$ cat config.mk
export PLATFORM = sky130hd
export DESIGN_NAME = stack_core
export DESIGN_NICKNAME = d
export VERILOG_FILES = /design/src/rtl/stack_core_pkg.sv /design/src/rtl/stack_core_lifo.sv /design/src/rtl/stack_core.sv
export SDC_FILE = /design/constraint.sdc
export NUM_CORES = 1
export LEC_CHECK = 0
export CORE_ASPECT_RATIO = 1.75
export CORE_MARGIN = 5
export CORE_UTILIZATION = 39
export DETAILED_ROUTE_END_ITERATION = 10
export PLACE_DENSITY_LB_ADDON = 0.3
export SYNTH_ARGS = -nofsm -noshare
export SYNTH_HDL_FRONTEND = slang
export SYNTH_HIERARCHICAL = 1
export SYNTH_SLANG_ARGS = --single-unit
$ cat constraint.sdc
create_clock -name clock -period 9.1 [get_ports clock]
set_input_delay 1.82 -clock clock [delete_from_list [all_inputs] [get_ports clock]]
set_output_delay 1.82 -clock clock [all_outputs]
set_load 0.02 [all_outputs]
$ cat src/rtl/stack_core_pkg.sv
// Shared types for the stack machine: opcode encoding, ALU function select,
// controller states and per-opcode stack requirements.
package stack_core_pkg;

    // Opcode lives in bits [3:0] of the instruction word; upper bits are ignored.
    typedef enum logic [3:0] {
        OpAdd = 4'd0,
        OpSub = 4'd1,
        OpShl = 4'd2,
        OpShr = 4'd3,
        OpSra = 4'd4,
        OpAnd = 4'd5,
        OpOr  = 4'd6,
        OpXor = 4'd7,
        OpPsi = 4'd8,
        OpPsh = 4'd9,
        OpStr = 4'd10,
        OpDup = 4'd11,
        OpJpz = 4'd12,
        OpJpn = 4'd13,
        OpRet = 4'd14,
        OpNul = 4'd15
    } opcode_e;

    // ALU function equals the low three opcode bits of the ALU opcodes.
    typedef enum logic [2:0] {
        AluAdd = 3'd0,
        AluSub = 3'd1,
        AluShl = 3'd2,
        AluShr = 3'd3,
        AluSra = 3'd4,
        AluAnd = 3'd5,
        AluOr  = 3'd6,
        AluXor = 3'd7
    } alu_op_e;

    typedef enum logic [2:0] {
        StFetch,
        StDecode,
        StImm,
        StLoad,
        StStore,
        StExec,
        StHalt,
        StFault
    } state_e;

    // Number of entries that must be on the stack before the opcode may run.
    function automatic logic [1:0] req_depth(input opcode_e op);
        case (op)
            OpAdd, OpSub, OpShl, OpShr, OpSra, OpAnd, OpOr, OpXor: return 2'd2;
            OpDup, OpStr, OpJpz, OpJpn, OpRet:                     return 2'd1;
            default:                                               return 2'd0;
        endcase
    endfunction

    // Opcodes that grow the stack by one entry.
    function automatic logic pushes(input opcode_e op);
        return (op == OpDup) || (op == OpPsi) || (op == OpPsh);
    endfunction

endpackage

$ cat src/rtl/stack_core_lifo.sv
// Operand stack for stack_core.
// Ports:
//   clk_i, rst_ni   clock, synchronous active-low reset (clears count only)
//   push_i          push wdata_i
//   pop_i           drop the top entry
//   alu_i           pop two entries and push wdata_i (net one pop)
//   wdata_i         data for push / alu
//   top_o/second_o  top and second entries (undefined when not present)
//   count_o         number of valid entries, 0..STACK_DEPTH
module stack_core_lifo #(
    parameter int unsigned DATA_W      = 8,
    parameter int unsigned STACK_DEPTH = 16,
    localparam int unsigned IdxW       = $clog2(STACK_DEPTH),
    localparam int unsigned CntW       = IdxW + 1
) (
    input  logic              clk_i,
    input  logic              rst_ni,
    input  logic              push_i,
    input  logic              pop_i,
    input  logic              alu_i,
    input  logic [DATA_W-1:0] wdata_i,
    output logic [DATA_W-1:0] top_o,
    output logic [DATA_W-1:0] second_o,
    output logic [CntW-1:0]   count_o
);

    logic [DATA_W-1:0] mem_q [STACK_DEPTH];
    logic [CntW-1:0]   count_q;
    logic [IdxW-1:0]   top_idx;
    logic [IdxW-1:0]   sec_idx;
    logic [IdxW-1:0]   free_idx;

    assign top_idx  = IdxW'(count_q - CntW'(1));
    assign sec_idx  = IdxW'(count_q - CntW'(2));
    assign free_idx = count_q[IdxW-1:0];

    assign top_o    = mem_q[top_idx];
    assign second_o = mem_q[sec_idx];
    assign count_o  = count_q;

    always_ff @(posedge clk_i) begin
        if (!rst_ni) begin
            count_q <= '0;
        end else if (push_i) begin
            count_q <= count_q + CntW'(1);
        end else if (alu_i || pop_i) begin
            count_q <= count_q - CntW'(1);
        end
    end

    // Storage needs no reset: entries above count are never observed.
    always_ff @(posedge clk_i) begin
        if (push_i) begin
            mem_q[free_idx] <= wdata_i;
        end else if (alu_i) begin
            mem_q[sec_idx] <= wdata_i;
        end
    end

endmodule

$ cat src/rtl/stack_core.sv
// Small stack-machine core: fetches one-word opcodes (optionally followed by an
// operand word) from a req/ack memory port, executes them on an operand stack,
// and stops on RET (halted) or on stack over/underflow (fault).
// Ports:
//   clock, reset            clock, synchronous active-low reset
//   mem_req/we/addr/wdata   memory request, held stable until mem_ack
//   mem_ack, mem_rdata      access complete, read data valid with mem_ack
//   halted, result          RET executed, top of stack at RET
//   fault                   stack overflow/underflow trapped
module stack_core
    import stack_core_pkg::*;
#(
    parameter int unsigned DATA_W      = 8,
    parameter int unsigned ADDR_W      = 8,
    parameter int unsigned STACK_DEPTH = 16
) (
    input  logic              clock,
    input  logic              reset,
    output logic              mem_req,
    output logic              mem_we,
    output logic [ADDR_W-1:0] mem_addr,
    output logic [DATA_W-1:0] mem_wdata,
    input  logic              mem_ack,
    input  logic [DATA_W-1:0] mem_rdata,
    output logic              halted,
    output logic              fault,
    output logic [DATA_W-1:0] result
);

    localparam int unsigned CntW = $clog2(STACK_DEPTH) + 1;
    localparam int unsigned ShW  = $clog2(DATA_W);

    state_e            state_q, state_d;
    opcode_e           ir_q, ir_d;
    logic [ADDR_W-1:0] pc_q, pc_d;
    logic [DATA_W-1:0] opnd_q, opnd_d;
    logic [DATA_W-1:0] ld_q, ld_d;
    logic [DATA_W-1:0] result_q, result_d;
    logic              halted_q, halted_d;
    logic              fault_q, fault_d;
    logic              mem_req_q, mem_req_d;
    logic              mem_we_q, mem_we_d;
    logic [ADDR_W-1:0] mem_addr_q, mem_addr_d;
    logic [DATA_W-1:0] mem_wdata_q, mem_wdata_d;

    logic              st_push, st_pop, st_alu;
    logic [DATA_W-1:0] st_wdata, st_top, st_second;
    logic [CntW-1:0]   st_count;

    logic              taken, underflow, overflow;
    logic [DATA_W-1:0] alu_res;

    stack_core_lifo #(
        .DATA_W      (DATA_W),
        .STACK_DEPTH (STACK_DEPTH)
    ) u_lifo (
        .clk_i    (clock),
        .rst_ni   (reset),
        .push_i   (st_push),
        .pop_i    (st_pop),
        .alu_i    (st_alu),
        .wdata_i  (st_wdata),
        .top_o    (st_top),
        .second_o (st_second),
        .count_o  (st_count)
    );

    function automatic logic [DATA_W-1:0] alu_calc(input alu_op_e f, input logic [DATA_W-1:0] a,
                                                   input logic [DATA_W-1:0] b);
        logic [ShW-1:0] sh;
        sh = b[ShW-1:0];
        unique case (f)
            AluAdd: return a + b;
            AluSub: return a - b;
            AluShl: return a << sh;
            AluShr: return a >> sh;
            AluSra: return $unsigned($signed(a) >>> sh);
            AluAnd: return a & b;
            AluOr:  return a | b;
            AluXor: return a ^ b;
        endcase
    endfunction

    assign alu_res   = alu_calc(alu_op_e'(ir_q[2:0]), st_second, st_top);
    assign taken     = ((ir_q == OpJpz) && (st_top == '0)) ||
                       ((ir_q == OpJpn) && st_top[DATA_W-1]);
    assign underflow = st_count < CntW'(req_depth(ir_q));
    assign overflow  = pushes(ir_q) && (st_count == CntW'(STACK_DEPTH));

    // Access states raise mem_req in their first cycle and finish on the cycle
    // mem_ack is seen; mem_req is registered so it drops the cycle after.
    always_comb begin
        state_d     = state_q;
        ir_d        = ir_q;
        pc_d        = pc_q;
        opnd_d      = opnd_q;
        ld_d        = ld_q;
        result_d    = result_q;
        halted_d    = halted_q;
        fault_d     = fault_q;
        mem_req_d   = mem_req_q;
        mem_we_d    = mem_we_q;
        mem_addr_d  = mem_addr_q;
        mem_wdata_d = mem_wdata_q;
        st_push     = 1'b0;
        st_pop      = 1'b0;
        st_alu      = 1'b0;
        st_wdata    = '0;

        unique case (state_q)
            StFetch: begin
                if (!mem_req_q) begin
                    mem_req_d  = 1'b1;
                    mem_we_d   = 1'b0;
                    mem_addr_d = pc_q;
                end else if (mem_ack) begin
                    mem_req_d = 1'b0;
                    ir_d      = opcode_e'(mem_rdata[3:0]);
                    state_d   = StDecode;
                end
            end
            StDecode: begin
                if (underflow || overflow) begin
                    fault_d = 1'b1;
                    state_d = StFault;
                end else begin
                    unique case (ir_q)
                        OpAdd, OpSub, OpShl, OpShr, OpSra, OpAnd, OpOr, OpXor: begin
                            st_alu   = 1'b1;
                            st_wdata = alu_res;
                            pc_d     = pc_q + ADDR_W'(1);
                            state_d  = StFetch;
                        end
                        OpDup: begin
                            st_push  = 1'b1;
                            st_wdata = st_top;
                            pc_d     = pc_q + ADDR_W'(1);
                            state_d  = StFetch;
                        end
                        OpNul: begin
                            pc_d    = pc_q + ADDR_W'(1);
                            state_d = StFetch;
                        end
                        OpPsi, OpPsh, OpStr: state_d = StImm;
                        OpJpz, OpJpn: begin
                            if (taken) begin
                                state_d = StImm;
                            end else begin
                                pc_d    = pc_q + ADDR_W'(2);
                                state_d = StFetch;
                            end
                        end
                        OpRet: begin
                            result_d = st_top;
                            halted_d = 1'b1;
                            state_d  = StHalt;
                        end
                    endcase
                end
            end
            StImm: begin
                if (!mem_req_q) begin
                    mem_req_d  = 1'b1;
                    mem_we_d   = 1'b0;
                    mem_addr_d = pc_q + ADDR_W'(1);
                end else if (mem_ack) begin
                    mem_req_d = 1'b0;
                    opnd_d    = mem_rdata;
                    state_d   = (ir_q == OpPsh) ? StLoad :
                                (ir_q == OpStr) ? StStore : StExec;
                end
            end
            StLoad: begin
                if (!mem_req_q) begin
                    mem_req_d  = 1'b1;
                    mem_we_d   = 1'b0;
                    mem_addr_d = opnd_q[ADDR_W-1:0];
                end else if (mem_ack) begin
                    mem_req_d = 1'b0;
                    ld_d      = mem_rdata;
                    state_d   = StExec;
                end
            end
            StStore: begin
                if (!mem_req_q) begin
                    mem_req_d   = 1'b1;
                    mem_we_d    = 1'b1;
                    mem_addr_d  = opnd_q[ADDR_W-1:0];
                    mem_wdata_d = st_top;
                end else if (mem_ack) begin
                    mem_req_d = 1'b0;
                    mem_we_d  = 1'b0;
                    state_d   = StExec;
                end
            end
            StExec: begin
                state_d = StFetch;
                unique case (ir_q)
                    OpPsi: begin
                        st_push  = 1'b1;
                        st_wdata = opnd_q;
                        pc_d     = pc_q + ADDR_W'(2);
                    end
                    OpPsh: begin
                        st_push  = 1'b1;
                        st_wdata = ld_q;
                        pc_d     = pc_q + ADDR_W'(2);
                    end
                    OpStr: begin
                        st_pop = 1'b1;
                        pc_d   = pc_q + ADDR_W'(2);
                    end
                    // Only taken jumps reach EXEC.
                    default: pc_d = opnd_q[ADDR_W-1:0];
                endcase
            end
            StHalt:  state_d = StHalt;
            StFault: state_d = StFault;
        endcase
    end

    always_ff @(posedge clock) begin
        if (!reset) begin
            state_q     <= StFetch;
            ir_q        <= OpNul;
            pc_q        <= '0;
            opnd_q      <= '0;
            ld_q        <= '0;
            result_q    <= '0;
            halted_q    <= 1'b0;
            fault_q     <= 1'b0;
            mem_req_q   <= 1'b0;
            mem_we_q    <= 1'b0;
            mem_addr_q  <= '0;
            mem_wdata_q <= '0;
        end else begin
            state_q     <= state_d;
            ir_q        <= ir_d;
            pc_q        <= pc_d;
            opnd_q      <= opnd_d;
            ld_q        <= ld_d;
            result_q    <= result_d;
            halted_q    <= halted_d;
            fault_q     <= fault_d;
            mem_req_q   <= mem_req_d;
            mem_we_q    <= mem_we_d;
            mem_addr_q  <= mem_addr_d;
            mem_wdata_q <= mem_wdata_d;
        end
    end

    assign mem_req   = mem_req_q;
    assign mem_we    = mem_we_q;
    assign mem_addr  = mem_addr_q;
    assign mem_wdata = mem_wdata_q;
    assign halted    = halted_q;
    assign fault     = fault_q;
    assign result    = result_q;

endmodule

# After elaboration in Yosys (flattened, before gate mapping)
# Memory sizes are Yosys's and may differ from the RTL's. A register that Yosys moved wholly into a read port is not among the register bits.
# Index checks and enable logic that the tools add are counted.
# W data, S select, Z words.
# word_totals
reg_bits	64
latchBits	0
mem_bits_rw	128
mem_bits_ro	32
inputBits	11
elab_cells	163
memories	2
# mem_list
name	depth	width	rd	rd_clocked_by_memory_dff	write_ports	line	rtl
u_lifo.mem_q	16	8	2	0	1	stack_core_lifo.sv:27	logic [DATA_W-1:0] mem_q [STACK_DEPTH];
(name not given)	16	2	1	1	0	stack_core_pkg.sv:50	case (op)
# classes
add_sub_neg	7
n_mul	0
div_mod_pow	0
magnitude_cmp	1
eq_ne	44
shift	3
muxes	53
bitwise_logic	5
reduce_logical	35
# op_table
op	n
$pmux W8 S2	5
$mux W8	8
$pmux W8 S8	1
$eq A4 B4 Y1 const B	8
$eq A3 B3 Y1 const B	8
$mux W3	8
$pmux W8 S3	1
$pmux W3 S7	1
$mux W1	20
$ne A2 B2 Y1 const B	9
$eq A4 B3 Y1 const B	4
$reduce_or A8 Y1	2
$reduce_and A3 Y1	5
$eq A3 B2 Y1 const B	4
$mux W4	3
$pmux W3 S4	1
$mux W5	2
$reduce_or A10 Y1	1
$ne A3 B3 Y1 const B	3
$add A8 B1 Y8 const B	1
$add A8 B2 Y8 const B	1
$add A8 B8 Y8	1
$and A8 B8 Y8	1
$eq A4 B2 Y1 const B	2
other kinds (30)	48

# Logic depth before layout (Yosys ltp)
# Gate-level depths: netlist of the first run.
# logic_depth
word_depth	12
ltp_mapped	22
mapped_depth_nobuf	17

# Cells and area by module
# The synthesis of the first run kept the hierarchy.
# modules_own_cells
module	instances	cells_per_inst	area_per_inst_um2	seq_area_each_um2
stack_core_lifo	1	350	6556.3	3943.8
stack_core	1	616	4815.9	1221.2

# Worst setup path before layout of the first run
# Ideal clock, no wire load.
# synth_timing
path_type	register -> register
from	reg u_lifo.count_q[0], in the netlist u_lifo/count_o[0]
to	mem u_lifo.mem_q[0][5] (data pin)
setup_ns	0.307
arrival_time_ns	4.531
t_required_ns	8.793
slack_ns	4.262
path_stages_with_launch	23
path_buffers	6
synth_period_minus_slack_ns	4.838
cell_sequence	dfxtp_1 -> buf_12 -> inv_6 -> buf_6 -> ha_1 -> buf_6 -> buf_12 -> mux4_1 -> a211oi_1 -> a21oi_1 -> buf_2 -> buf_2 -> inv_1 -> ha_1 -> mux2_2 -> inv_1 -> ha_1 -> nor2b_1 -> o2111ai_1 -> nand3b_1 -> xnor2_1 -> a21boi_1 -> a221o_1
# synth_between
elab_chain_cells	8
word_cells_on_any_way	20
classes_between	4 x add/sub; 1 x order compare; 1 x eq/ne; 3 x shift; 5 x mux; 3 x bitwise; 2 x reduce/logical; 1 x memory
# synth_lines
item	line	rtl
from (decl)	stack_core_lifo.sv:28	logic [CntW-1:0] count_q;
from (signal assigned)	stack_core_lifo.sv:45	count_q <= count_q + CntW'(1);
from (signal assigned)	stack_core_lifo.sv:47	count_q <= count_q - CntW'(1);
$sub A5 B1 Y5 *	n/a	
$mem_v2 Z16 W8 *	n/a	
net st_top[1]	stack_core.sv:47	logic [DATA_W-1:0] st_wdata, st_top, st_second;
$sub A8 B8 Y8 (tied with other cells)	stack_core.sv:74	AluSub: return a - b;
$pmux W8 S8 *	stack_core.sv:72	unique case (f)
$pmux W8 S2 *	stack_core.sv:127	unique case (ir_q)
$mux W8 *	stack_core.sv:123	if (underflow || overflow) begin
$pmux W8 S2 *	stack_core.sv:110	unique case (state_q)
net st_wdata[5]	stack_core.sv:47	
$mux W8 (no source line) *	n/a	
to (decl)	stack_core_lifo.sv:27	
# Mark *: on every way through the listed nets, which the timed path passes. The rest lies on a longest branch.

# Worst setup path in the final report of the first run
# layout_timing
from	reg u_lifo.count_q[1], in the netlist u_lifo/count_o[1]
to	mem u_lifo.mem_q[8][7] (data pin)
# layout_between
elab_chain_cells	8
word_cells_on_any_way	20
classes_between	4 x add/sub; 1 x order compare; 1 x eq/ne; 3 x shift; 5 x mux; 3 x bitwise; 2 x reduce/logical; 1 x memory
# layout_lines
item	line
$sub A5 B1 Y5 *	n/a
$mem_v2 Z16 W8 *	n/a
net st_top[3]	stack_core.sv:47
$sub A8 B8 Y8 or $add A8 B8 Y8 (tied branches)	stack_core.sv:74, stack_core.sv:73
$pmux W8 S8 *	stack_core.sv:72
$pmux W8 S2 *	stack_core.sv:127
$mux W8 *	stack_core.sv:123
$pmux W8 S2 *	stack_core.sv:110
net st_wdata[7]	stack_core.sv:47
$mux W8 (no source line) *	n/a
# Marked as above.

==> flow_metrics.env, run 1 <==
export IMPL_pre_cts_ws_ns=3.640
export IMPL_holdPathEnd="mem_wdata[7]"
export IMPL_clkLatencyLatePin_ns=0.45
export IMPL_fin_skew_ns=0.01188
export IMPL_overflow=0
export IMPL_dp_hpwl_um=22550
export IMPL_slowest_delay_ns=0.67
export IMPL_r2r_start="u_lifo/count_o[1]"
export IMPL_clk_path_buf_depth=2
export IMPL_critPathLaunchType="register"
export IMPL_end_kind="register"
export IMPL_ys_dominant_reg_cell="edfxtp_1"
export IMPL_rsz0062_at_grt="false"
export IMPL_grt_first_pass_wirelength_um=47190
export IMPL_synth_area_um2=11370
export IMPL_async_reset_ff_share_pct=0
export IMPL_outcome="finished, final reports clean"
export IMPL_synthCells=966
export IMPL_wl_um=30750
export IMPL_finalHoldViolCount=0
export IMPL_max_slew_margin_rel_pct=15.26
export IMPL_die_y_um=235.9
export IMPL_grt_max_degree=47
export IMPL_slew_violations=0
export IMPL_cts_tree="done"
export IMPL_die_area_um2=32810
export IMPL_r2r_end="u_lifo/mem_q[8][7]"
export IMPL_synth_area_leaders="edfxtp_1 (34%), dfxtp_1 (12%), mux4_2 (11%), mux2i_1 (3.8%), ha_1 (3.6%)"
export IMPL_peakVddDrop_uv=95.84
export IMPL_worstSetupPathType="reg -> reg"
export IMPL_holdWs_ns=0.4566
export IMPL_drc=0
export IMPL_place_gp_congestion=0.9334
export IMPL_ff2ff_path_depth=17
export IMPL_port_buffers=38
export IMPL_cts_htree_levels=4
export IMPL_slowest_stage="mux4_1"
export IMPL_dr_total_vias=8083
export IMPL_clock_fmax_mhz=180.5
export IMPL_critPathTopFamily="simple AND/OR/NAND/NOR gates"
export IMPL_yosysSeqAreaShare_pct=45.42
export IMPL_cts_resized=0
export IMPL_syn_num_nets=1011
export IMPL_grt_pass1_vias=8115
export IMPL_drtPass1Iterations=7
export IMPL_hp_class="reg -> reg"
export IMPL_antenna_left=0
export IMPL_cts_root_buf="clkbuf_16"
export IMPL_worst_pin_slew_ns=1.266
export IMPL_r2r_slack_ns=3.56
export IMPL_period_share_pct=60.89
export IMPL_drive_gt1_share_pct=14.69
export IMPL_crit_arrival_ns=5.61
export IMPL_via_per_inst=5.861
export IMPL_synth_top_area_share_pct=33.80
export IMPL_ys_ff_latch=194
export IMPL_detail_route_iter0_violations=576
export IMPL_core_area_um2=28730
export IMPL_cp_required_ns=9.17
export IMPL_synth_cell_types=90
export IMPL_antenna_found_initial=0
export IMPL_num_rows=82
export IMPL_setup_tns_final_ns=0
export IMPL_setup_viol=0
export IMPL_synth_edf_count=128
export IMPL_powerDensity_nw_per_um2=162.7
export IMPL_numCtsBuffers=17
export IMPL_holdPathStages=2
export IMPL_cts_hold_buf=0
export IMPL_synth_warnings=6
export IMPL_avgSynthCellArea_um2=11.77
export IMPL_start_util_pct=39.59
export IMPL_num_antenna_cells=0
export IMPL_cts_sinks=194
export IMPL_clk_pin_slew_worst_paths_ns=0.07
export IMPL_hp_start="mem_wdata[7]"
export IMPL_die_w_um=139.1
export IMPL_setup_ws_ns=3.559
export IMPL_syn_to_final_growth_pct=10.40
export IMPL_path_cells="buf_4 > inv_1 > ha_1 > buf_4 > mux4_1 > nor2b_1 > a211oi_1 > a21oi_1 > nor4_1 > a21oi_1 > xnor2_1 > ha_1 > a21oi_1 > a31oi_1 > xnor2_1 > o211ai_1 > nand2_1"
export IMPL_num_io_pins=39
export IMPL_synth_top_area_cell="edfxtp_1"
export IMPL_crit_buf_inv=3
export IMPL_critPathMaxFanout=25
export IMPL_period_minus_slack_ns=5.541
export IMPL_wl_per_cell_um=22.30
export IMPL_cp_common_cell="a21oi_1"
export IMPL_cap_violations=0
export IMPL_p_leak_nw=4.361
export IMPL_grt_usage_pct=18.61
export IMPL_cts_setup_buffers=0
export IMPL_nets=1033
## worst min-delay path, stage by stage, from the launching register on
cell     delay [ns]
dfxtp_1        0.31
nand2_1        0.05
a21oi_1        0.05
## state kept, by name, summed over array words and instances, names as in the netlist, 3 cells and up, named ones only
signal / flops
u_lifo/mem_q: 128
mem_wdata: 8
result: 8
u_lifo/count_o: 5
state_q: 3
ld_q: 8
ir_q: 4
pc_q: 8
opnd_q: 8
mem_addr: 8
## cell usage in the layout, fill, tap and decap left out, types with 5 or more instances in the layout
master / netlist / routed
edfxtp_1: 128 / 128
nand2_1: 96 / 96
nor2_1: 92 / 92
dfxtp_1: 66 / 65
a21oi_1: 62 / 59
mux4_2: 57 / 57
mux2i_1: 43 / 43
o21ai_0: 39 / 39
clkdlybuf4s50_1: 0 / 38
ha_1: 33 / 33
a22oi_1: 32 / 32
inv_1: 26 / 26
buf_4: 5 / 21
clkbuf_16: 0 / 17
nor2b_1: 16 / 16
xnor2_1: 15 / 15
a211oi_1: 14 / 14
mux4_1: 14 / 14
a31oi_1: 12 / 12
nor3_1: 11 / 11
nand3_1: 10 / 10
nand2b_1: 9 / 9
and2_1: 8 / 8
o21a_1: 6 / 6
o22ai_1: 6 / 6
and3_1: 6 / 6
mux2_2: 5 / 5
a311oi_1: 5 / 5
inv_8: 0 / 5
inv_6: 1 / 5
## per-layer routing
metal | share of wire (%) | track usage [%] | vias to the layer above
li1 | - | - | 3751
met1 | 36 | 19.24 | 4008
met2 | 56 | 35.38 | 240
met3 | 3.6 | 3.162 | 84
met4 | 5.0 | 9.763 | 0
met5 | 0 | 0 | -
## worst max-delay path by stage
stage / from / slack [ns] / end / cells after the start
2_1_floorplan: u_lifo/count_o[0] / 4.26 / u_lifo/mem_q[0][5] / 22
3_3_place_gp: u_lifo/count_o[1] / 3.74 / u_lifo/mem_q[13][7] / 17
3_5_place_dp: u_lifo/count_o[1] / 3.64 / u_lifo/mem_q[3][7] / 17
4_1_cts: u_lifo/count_o[1] / 3.60 / u_lifo/mem_q[4][7] / 17
5_1_grt: u_lifo/count_o[1] / 3.31 / u_lifo/mem_q[0][7] / 17
6_report: u_lifo/count_o[1] / 3.56 / u_lifo/mem_q[8][7] / 17
## through the flow
| stage | util [%] | cell area (um^2) | power (mW) | instances |
|---|---|---|---|---|
| floorplan | - | 11370 | 1.246 | 966 |
| global placement | 41.73 | 11990 | 1.332 | 1347 |
| detailed placement | 41.73 | 11990 | 1.333 | 1347 |
| CTS | 43.70 | 12550 | 2.057 | 1379 |
| global route | 43.70 | 12550 | 2.128 | 1379 |
| finish | 43.70 | 12550 | 2.043 | 1379 |
## Yosys cell counts, types with 3 or more instances
master and n:
nand4_1 4, o21ai_0 39, buf_4 5, nor2b_1 16
o211ai_1 4, xor2_1 4, a31oi_1 12, mux2i_1 43
inv_1 26, a2bb2oi_1 4, xnor2_1 15, ha_1 33
and2_1 8, nand2b_1 9, o21a_1 6, a221oi_1 3
nand3_1 10, nor2_1 92, nor3b_1 3, nand2_1 96
mux4_1 14, and3_1 6, a21boi_0 4, o2bb2ai_1 3
a221o_1 4, dfxtp_1 66, o22ai_1 6, a311oi_1 5
nor3_2 3, or2_2 3, mux4_2 57, buf_12 5
a21o_1 3, nor3_1 11, buf_6 6, mux2_2 5
clkbuf_1 19, buf_2 16, a211oi_1 14, edfxtp_1 128
nand3b_1 3, o31ai_1 3, a21oi_1 62, a22oi_1 32
## logic make-up (layout without fill, tap and decap cells)
group | count (synthesis) | in the layout | share of synthesized area [%]
and+or+nand+nor | 282 | 282 | 12.06
muxes | 119 | 119 | 18.80
AOI/OAI and AO/OA | 231 | 231 | 13.57
DFF | 194 | 194 | 45.42
buffers and inverters | 85 | 120 | 4.599
adders and majority gates | 34 | 34 | 3.807
xor gates and xnor gates | 21 | 21 | 1.749
## layout make-up
cell class,instances,area [um^2]
timing repair buffer,59,538.0
inverter,29,113.9
clock inverter,15,140.1
multi-input combinational,687,5695
sequential,194,5169
fill,2669,16170
clock buffer,17,425.4
tap,378,473.0
## power breakdown
group	internal, mW	switching (mW)
Sequential	0.940	0.0171
Clock	0.364	0.362
Combinational	0.146	0.214
Total	1.45	0.593
Note: power is estimated with default switching activity, not from simulation.
==> run 2: changes to the inputs <==
Clock period 9.1 ns to 5.65 ns, I/O delays scaled along.
==> run 2 against run 1 <==
Effect of this change:
- power up 61%
- largest power group unchanged
- clock skew up 0.0041 ns
- worst setup slack worse by 3.0 ns
- die area unchanged
- routed wire length up 2.3%
- critical endpoint is now u_lifo/mem_q[1][7]
- count of clock-buffer cells in the layout up 1
==> flow_metrics.env, run 2 (same netlist as run 1, synthesis figures left out) <==
export IMPL_outcome="finished, final reports clean"
export IMPL_clk_path_buf_depth=2
export IMPL_die_area_um2=32810
export IMPL_dp_hpwl_um=23400
export IMPL_total_power_mw=3.298
export IMPL_cts_resized=0
export IMPL_critPathTopFamily="compound AO/OA/AOI/OAI gates"
export IMPL_path_cells="inv_6 > ha_1 > buf_4 > mux4_1 > nor2b_1 > a211oi_1 > a21oi_2 > buf_4 > nor4_1 > a21oi_1 > xnor2_1 > ha_1 > a21oi_1 > a31oi_1 > xnor2_1 > o211ai_1 > nand2_1"
export IMPL_cts_htree_levels=4
export IMPL_overflow=0
export IMPL_via_per_inst=5.932
export IMPL_start_util_pct=39.59
export IMPL_fin_skew_ns=0.01600
export IMPL_dp_cells=1358
export IMPL_core_area_um2=28730
export IMPL_max_slew_margin_rel_pct=11.75
export IMPL_final_common_cell="edfxtp_1"
export IMPL_drive_gt1_share_pct=15.42
export IMPL_antenna_left=0
export IMPL_syn_to_final_growth_pct=11.02
export IMPL_cts_root_buf="clkbuf_16"
export IMPL_cts_tree="done"
export IMPL_drc=0
export IMPL_final_cell_area_um2=12630
export IMPL_num_io_pins=39
export IMPL_worstSetupPathType="reg -> reg"
export IMPL_cts_setup_buffers=0
export IMPL_num_antenna_cells=0
export IMPL_die_y_um=235.9
export IMPL_final_cell_mix="edfxtp_1 (128), nand2_1 (96), nor2_1 (92), dfxtp_1 (65), a21oi_1 (59)"
export IMPL_drtPass1Iterations=5
export IMPL_regMostFlops="u_lifo/mem_q"
export IMPL_setup_viol=0
export IMPL_period_minus_slack_ns=5.074
export IMPL_worst_pin_slew_ns=1.315
export IMPL_cts_hold_buf=0
export IMPL_detail_route_iter0_violations=783
export IMPL_cap_violations=0
export IMPL_port_buffers=38
export IMPL_clock_fmax_mhz=197.1
export IMPL_slew_violations=0
export IMPL_critPathLaunchType="register"
export IMPL_slowest_stage="mux4_1"
export IMPL_r2r_slack_ns=0.58
export IMPL_grt_max_degree=58
export IMPL_grt_pass1_vias=8307
export IMPL_rsz0062_at_grt="false"
export IMPL_fin_cells=1390
export IMPL_p_leak_nw=4.406
export IMPL_grt_usage_pct=19.12
export IMPL_dr_total_vias=8246
export IMPL_grt_first_pass_wirelength_um=48560
export IMPL_numCtsBuffers=17
export IMPL_crit_buf_inv=3
export IMPL_cp_required_ns=5.72
export IMPL_peakVddDrop_uv=209.1
export IMPL_clk_pin_slew_worst_paths_ns=0.07
export IMPL_slowest_delay_ns=0.57
export IMPL_place_gp_congestion=0.9621
export IMPL_largest_reg_flops=128
export IMPL_wl_um=31460
export IMPL_critPathMaxFanout=23
export IMPL_placed_cell_area_um2=12070
export IMPL_end_kind="register"
export IMPL_wl_per_cell_um=22.63
export IMPL_cts_sinks=194
export IMPL_fillers=2630
export IMPL_period_share_pct=89.81
export IMPL_clkLatencyLatePin_ns=0.46
export IMPL_crit_arrival_ns=5.14
export IMPL_num_rows=82
export IMPL_hp_class="reg -> reg"
export IMPL_antenna_found_initial=0
export IMPL_finalHoldViolCount=0
export IMPL_setup_tns_final_ns=0
export IMPL_powerDensity_nw_per_um2=261.2
export IMPL_die_w_um=139.1
export IMPL_nets=1044
## run 2: per-stage QoR
step | worst slack (ns) | hold slack, ns | utilization [%]
floorplan | 0.8121 | 0.4613 | -
global placement | 0.6828 | 0.4412 | 42.02
detailed placement | 0.5548 | 0.4466 | 42.02
CTS | 0.5560 | 0.4570 | 43.95
global route | 0.2524 | 0.4855 | 43.95
finish | 0.5760 | 0.4562 | 43.95
## run 2: per-layer routing
layer,share of wire [%],track usage [%],up-vias
li1,-,-,3788
met1,35,19.78,4115
met2,57,36.94,267
met3,3.7,3.040,76
met4,4.3,9.080,0
met5,0,0,-
## run 2: worst register-to-register path, stage by stage, from the launching register on
cell	delay [ns]
dfxtp_4	0.37
inv_6	0.09
ha_1	0.50
buf_4	0.33
mux4_1	0.57
nor2b_1	0.15
a211oi_1	0.32
a21oi_2	0.08
buf_4	0.23
nor4_1	0.50
a21oi_1	0.16
xnor2_1	0.15
ha_1	0.36
a21oi_1	0.07
a31oi_1	0.20
xnor2_1	0.10
o211ai_1	0.16
nand2_1	0.34
## run 2: path summary, 6_finish.rpt
path / endpoint / cells past startpoint / start
setup / recovery: u_lifo/mem_q[1][7] / 17 / u_lifo/count_o[0]
hold / removal: mem_wdata[7] / 2 / mem_wdata[7]
setup reg to reg: u_lifo/mem_q[1][7] / 17 / u_lifo/count_o[0]
hold reg to reg: mem_wdata[7] / 2 / mem_wdata[7]
## run 2: final cells by class
type	instances	area, um^2	area share [%]
clock buffers	18	429.2	3.399
clock inverters	14	125.1	0.9910
inverters	29	113.9	0.9018
multi-input cells	687	5695	45.11
flip-flops and latches	194	5169	40.94
well taps	378	473.0	3.746
repair buffers	70	620.6	4.915
## run 2: power by group
group	internal (mW)	switching (mW)	total, mW
Clock	0.579	0.590	1.17
Sequential	1.51	0.0269	1.54
Combinational	0.238	0.349	0.588
==> run 3: changes to the inputs <==
Settings changed: GPL_ROUTABILITY_DRIVEN from default to 0.
==> results of run 3 <==
Same layout as run 2: the final DEF is identical, and so are final timing and power.
